`src/rtl/serial_unrotator_pkg.sv`:
```
// Shared types and constants for the serial unrotator: FSM encoding, direction codes, default sizes.
package serial_unrotator_pkg;

    localparam int DEF_WIDTH = 8;
    localparam int DEF_SC_W  = 3;

    localparam logic DIR_LEFT  = 1'b0;
    localparam logic DIR_RIGHT = 1'b1;

    typedef enum logic [1:0] {
        IDLE  = 2'd0,
        SHIFT = 2'd1,
        DONE  = 2'd2
    } state_t;

endpackage

```
`src/rtl/serial_unrotator_rot1.sv`:
```
// Combinational single-position rotate; dir_i selects left (DIR_LEFT) or right (DIR_RIGHT).
module rot1_step
    import serial_unrotator_pkg::*;
#(
    parameter int WIDTH = DEF_WIDTH
) (
    input  logic [WIDTH-1:0] d_i,
    input  logic             dir_i,
    output logic [WIDTH-1:0] q_o
);

    always_comb begin
        if (dir_i == DIR_LEFT) begin
            q_o = {d_i[WIDTH-2:0], d_i[WIDTH-1]};
        end else begin
            q_o = {d_i[0], d_i[WIDTH-1:1]};
        end
    end

endmodule

```
`src/rtl/serial_unrotator.sv`:
```
// Recovers A from B = rot(A, SC, dir) by rotating one bit per clock the opposite way.
// Optional UNROT_STATS_EN adds a 16-bit count of completed output handshakes (op_count).
//
// state | meaning
// IDLE  | in_ready high, waiting for a request
// SHIFT | undoing the rotation, cnt counts remaining steps down to 1
// DONE  | out_valid high, holding the result until out_ready
module serial_unrotator
    import serial_unrotator_pkg::*;
#(
    parameter int WIDTH = DEF_WIDTH,
    parameter int SC_W  = DEF_SC_W
) (
    input  logic             clk,
    input  logic             rst,
    input  logic             in_valid,
    output logic             in_ready,
    input  logic [WIDTH-1:0] B_in,
    input  logic [SC_W-1:0]  SC_in,
    input  logic             dir_in,
    output logic             out_valid,
    input  logic             out_ready,
    output logic [WIDTH-1:0] A_out,
    output logic             busy
`ifdef UNROT_STATS_EN
    ,
    output logic [15:0]      op_count
`endif
);

    state_t           state_q, state_d;
    logic [SC_W-1:0]  cnt_q, cnt_d;
    logic [WIDTH-1:0] sreg_q, sreg_d;
    logic             dir_q, dir_d;
    logic [WIDTH-1:0] sreg_step;
    logic             step_dir;

    // Undo runs against the direction that produced B.
    assign step_dir = (dir_q == DIR_LEFT) ? DIR_RIGHT : DIR_LEFT;

    rot1_step #(.WIDTH(WIDTH)) u_rot1 (
        .d_i   (sreg_q),
        .dir_i (step_dir),
        .q_o   (sreg_step)
    );

    always_ff @(posedge clk) begin
        if (rst) begin
            state_q <= IDLE;
            cnt_q   <= '0;
            sreg_q  <= '0;
            dir_q   <= DIR_LEFT;
        end else begin
            state_q <= state_d;
            cnt_q   <= cnt_d;
            sreg_q  <= sreg_d;
            dir_q   <= dir_d;
        end
    end

    always_comb begin
        state_d = state_q;
        cnt_d   = cnt_q;
        sreg_d  = sreg_q;
        dir_d   = dir_q;
        unique case (state_q)
            IDLE: begin
                if (in_valid) begin
                    sreg_d  = B_in;
                    cnt_d   = SC_in;
                    dir_d   = dir_in;
                    state_d = (SC_in != '0) ? SHIFT : DONE;
                end
            end
            SHIFT: begin
                sreg_d = sreg_step;
                cnt_d  = cnt_q - SC_W'(1);
                if (cnt_q == SC_W'(1)) begin
                    state_d = DONE;
                end
            end
            DONE: begin
                if (out_ready) begin
                    state_d = IDLE;
                end
            end
            default: state_d = IDLE;
        endcase
    end

    assign in_ready  = (state_q == IDLE);
    assign out_valid = (state_q == DONE);
    assign busy      = (state_q != IDLE);
    assign A_out     = sreg_q;

`ifdef UNROT_STATS_EN
    logic [15:0] op_count_q;

    always_ff @(posedge clk) begin
        if (rst) begin
            op_count_q <= '0;
        end else if (out_valid && out_ready) begin
            op_count_q <= op_count_q + 16'd1;
        end
    end

    assign op_count = op_count_q;
`endif

endmodule

```
`config.mk`:
```
export PLATFORM = sky130hd
export DESIGN_NAME = serial_unrotator
export DESIGN_NICKNAME = d
export VERILOG_FILES = /design/src/rtl/serial_unrotator_pkg.sv /design/src/rtl/serial_unrotator_rot1.sv /design/src/rtl/serial_unrotator.sv
export SDC_FILE = /design/constraint.sdc
export NUM_CORES = 1
export LEC_CHECK = 0
export CORE_MARGIN = 3
export CORE_UTILIZATION = 41
export DETAILED_ROUTE_END_ITERATION = 7
export PLACE_DENSITY = 0.73
export RECOVER_POWER = 100
export SETUP_SLACK_MARGIN = 0.3
export SLEW_MARGIN = 20
export SYNTH_ARGS = -nofsm -noshare
export SYNTH_HDL_FRONTEND = slang
export SYNTH_SLANG_ARGS = --single-unit
```
`constraint.sdc`:
```
create_clock -name clk -period 1.22 [get_ports clk]
set_input_delay 0.122 -clock clk [delete_from_list [all_inputs] [get_ports clk]]
set_output_delay 0.122 -clock clk [all_outputs]
set_load 0.005 [all_outputs]
```
# == Word level (Yosys, flattened, before mapping) ==
# Cells that the tools add are included.
# classes
addsub,1
n_mul,0
n_div,0
n_lt_le_gt_ge,0
n_eq_ne,6
n_shift,0
mux,10
bitwise_logic,0
n_reduce_logical,7
# ops
cell,count
8-bit two-way mux,2
8-bit case mux with 2 select lines,1
2-bit two-way mux,4
2-bit case mux with 3 select lines,1
3-bit case mux with 2 select lines,1
"2-bit inequality test, second input constant",2
2-bit AND reduction,2
2-bit nonzero test,2
"3-bit by 1-bit == test with 1-bit output, second input constant",1
3-bit two-way mux,1
3-bit AND reduction,1
3-bit nonzero test,1
"3-bit by 1-bit subtractor with 3-bit output, second input constant",1
"2-bit by 1-bit == test with 1-bit output, second input constant",1
"2-bit == test, second input constant",1
2-bit logical NOT,1
"2-bit by 1-bit inequality test with 1-bit output, second input constant",1
# totals
regBits,14
latchBits,0
mem_bits_rw,0
mem_bits_ro,0
inputBits,16
memories,0

# == Depth between registers and ports, before layout ==
# depth
ltp_word,4
depth_mapped,5
ltp_nobuf,5

# == Hierarchy ==
# From an unflattened synthesis, not the netlist that was laid out.
# hier_totals
cells_unflattened,86
hier_area_um2,912.1
# by_module_without_submodules
module,n_inst,cells_each,area_each_um2
serial_unrotator,1,77,780.7
rot1_step,1,9,131.4

# == Least setup slack after synthesis ==
# No wires, ideal clock.
# synth_timing
kind,reg2reg
startpoint,register dir_q
endpoint,"register sreg_q[2], in the netlist A_out[2]"
arrival_ps,1032
required_ps,1087
slack_ps,55
stages_incl_launch_ff,5
period_less_slack_ps,1165
path_cell_list,dfxtp_1 -> buf_6 -> mux2_4 -> a221oi_2 -> nor3_1
# synth_via
elab_chain_cells,2
# synth_lines
item,line_no,text
from (decl),serial_unrotator.sv:34,"logic dir_q, dir_d;"
from (signal assigned),serial_unrotator.sv:57,dir_q <= dir_d;
8-bit two-way mux,serial_unrotator_rot1.sv:13,if (dir_i == DIR_LEFT) begin
8-bit case mux with 2 select lines,serial_unrotator.sv:66,unique case (state_q)
to (signal assigned),serial_unrotator.sv:56,sreg_q <= sreg_d;
to (decl),serial_unrotator.sv:33,"logic [WIDTH-1:0] sreg_q, sreg_d;"
# Every way passes these cells.
# A chain may end at the register's enable or synchronous reset.

# == Worst setup path in the final report ==
# layout_timing
startpoint,register state_q[1]
endpoint,"register sreg_q[2], in the netlist A_out[2]"
# layout_via
elab_chain_cells,3
word_cells_on_any_way,6
# layout_lines
item,line_no,text
from (decl),serial_unrotator.sv:31,"state_t state_q, state_d;"
from (signal assigned),serial_unrotator.sv:54,state_q <= state_d;
2-bit by 1-bit == test with 1-bit output or 2-bit logical NOT (tied branches),serial_unrotator.sv:66,
2-bit nonzero test (no source line) or 2-bit inequality test (tied branches),n/a,
2-bit AND reduction (no source line),n/a,
# Parallel ways exist; a longest one is shown, timed or not.

==> impl_metrics.ini <==
[setup_path]
critPathMaxFanout = 6
end_kind = flop
path_buf_inv = 3
r2r_start = state_q[1]
crit_slowest_cell = dfxtp_4
r2r_end = A_out[2]
r2r_slack_ps = -50
crit_top_cell = buf_6
arrival_ps = 1450
crit_end = A_out[2]
required_ps = 1400
path_cells = buf_6 -> buf_6 -> o21bai_4 -> buf_12 -> a221oi_4 -> nor3_2
cp.depth = 6
startpoint = state_q[1]
crit_path_max_incr_delay_ps = 350
critical-path-top-delay-family = buffers and inverters
r2r_cells = 6
critPathKind = reg -> reg
cp-start-kind = flop

[synth]
yosys-top-cells-area = dfxtp_1, a221oi_2, mux2_4, nor2_1, nor3_1
syn_inst = 86
synth-seq-area-share = 0.315
syn_area_per_cell_sq_um = 10.4
synth.cell_area_sq_um = 891
ys_types = 28
synth_top_area_share = 0.315
yosysTopAreaCell = dfxtp_1
synth_warnings = 0
async_reset_ff_frac = 0
synth-edff-count = 0
syn_nets = 104
synth-seq-cells = 14
ys.flop_type = dfxtp_1

[power]
pwr-share-seq = 0.341
peakVddDrop_v = 0.000869
fin_total_pwr_mw = 1.67
p_clk_frac = 0.172
cell_internal_pwr_mw = 1.12
power.leakage_nw = 0.692
pwr-share-comb = 0.487
power_density_nw_per_um2 = 1010
netSwitchingFraction = 0.332
p_sw_mw = 0.555

[floorplanning]
rows = 16
ios = 27
fp.dieArea_sq_um = 2770
dieWidth_um = 52.6
core_area_sq_um = 2000
start_util = 0.445
die-height_um = 52.6

[cts]
path_clk_slew_ps = 100
cts_tree = yes
clock-sinks = 14
cts.htree.levels = 1
clock_latency_ps = 290
hold_buffers = 0
ctsLongestPathBuffers = 2
numCtsBuffers = 3
cts-root-buf = clkbuf_4

[detailed_routing]
wire_per_inst_um = 17.0
vias = 923
wl_um = 2950
vias_per_cell = 5.30
drt-initial-drc-count = 5
dr.pass1.iters = 6
ant_nets = 0
drcViolationCount = 0

[sta]
hold_violations = 0
slew_violations = 0
min_period_over_period = 1.04
finalSetupViolCount = 10
rsz0062_at_grt = true
setup-tns-final_ps = -255
fin_crit_ps = 1270
layout_setup_ws_ps = -46.3
fmax_mhz = 790
slew_headroom = 0.743
worstMarginPinSlew_ps = 382
clock-skew-final_ps = 6.37

[final_layout]
drive_above_1_share = 0.639
area_growth_pct = 86.1
final_core_util = 0.828
fin_nets = 166
n_antenna_cell = 0
stdcell_area_sq_um = 1660

[grt]
grt_max_degree = 13
antenna_found_initial = 0
grt_pass1_wl_um = 4920
grt_overflow_total = 0
grt_pass1_vias = 1019
grt_usage = 0.252

[hold_path]
min_path_type = in -> reg

[placed_design]
gp_congestion = 0.757
placed_cell_area_sq_um = 1320
pre_cts_slack_ps = -127
io_buffers = 26
dpl.hpwl_um = 1600

[run]
drv_cap = 0

[outcome]
status = finished, violations left
violations = negative setup slack
-- power groups by stage --
stage	clock network [mW]	logic, mW	registers (mW)
after floorplan	0	0.356	0.574
after global placement	0	0.559	0.596
after detailed placement	0	0.565	0.598
after CTS	0.298	0.763	0.567
after global routing	0.314	0.875	0.576
final	0.287	0.815	0.570
-- through the flow --
stage	std cells	hold WS (ps)
finish	174	442
global route	174	443
CTS	173	435
detailed placement	144	470
global placement	144	470
floorplan	86	193
-- cell usage in the layout, fill, tap and decap left out, types with 3 or more instances in the layout --
master / netlist / final
clkdlybuf4s50_1: 0 / 15
dfxtp_1: 14 / 8
mux2_4: 8 / 8
nor2_1: 13 / 12
buf_12: 0 / 3
clkbuf_4: 0 / 3
dfxtp_4: 0 / 4
buf_6: 3 / 20
inv_4: 0 / 3
a221oi_2: 8 / 7
nor3_1: 9 / 7
buf_2: 0 / 4
buf_4: 1 / 19
-- cells in the mapped netlist (all sizes together) (2+ instances only) --
| cell | count |
|---|---|
| mux2 | 8 |
| nand2 | 2 |
| buf | 5 |
| nor3b | 4 |
| nor3 | 9 |
| a21oi | 3 |
| dfxtp | 14 |
| a221oi | 9 |
| nor2 | 13 |
| inv | 4 |
| nor2b | 4 |
| ha | 2 |
-- cell type report --
class,count,area [sq um]
inverter,4,32.5
sequential,14,298
clock inverter,1,3.75
clock buffer,3,22.5
multi-input combinational,63,663
fill,117,344
timing repair buffer,61,598
timing repair inverter,1,6.26
tap,27,33.8
-- sequential cells by signal, summed over array words and instances (netlist names) --
| register | count |
|---|---|
| A_out | 8 |
| cnt_q | 3 |
| dir_q | 1 |
| state_q | 2 |
-- worst reg2reg max path, delay by kind of cell, from the launching register on --
kind / cells / cell delay [ps]
simple gates: 1 / 60
flops: 1 / 350
compound gates: 2 / 360
buf+inv: 3 / 380
-- logic make-up after synthesis --
kind of cell | synth area share
AOI/OAI and AO/OA | 0.239
buffers and inverters | 0.0674
DFF | 0.315
adders and majority gates | 0.0281
and+or+nand+nor | 0.205
muxes | 0.146
-- repair_timing --
action                                  4_1_cts  5_1_grt
endpoints found under the hold margin         0        0
pin swaps                                     8        4
buffers inserted                             24        1
endpoints found under the setup margin       25       24
gates resized for setup                      80        9
cloned                                        1        0
-- layer usage --
metal,GRT usage,up-vias,wire length (um)
li1,-,445,-
met1,0.297,439,1250
met2,0.403,27,1460
met3,0.0655,12,133
met4,0.153,0,112
met5,0,-,0
-- worst min path at each step --
| stage | from | end | cells after the start |
|---|---|---|---|
| final | rst | cnt_q[2] | 2 |
| after global routing | rst | cnt_q[2] | 2 |
| after CTS | rst | cnt_q[2] | 2 |
| after detailed placement | cnt_q[1] | cnt_q[1] | 2 |
| after global placement | cnt_q[1] | cnt_q[1] | 2 |
| after floorplan | rst | cnt_q[2] | 1 |
Note: power is estimated with default switching activity, not from simulation.
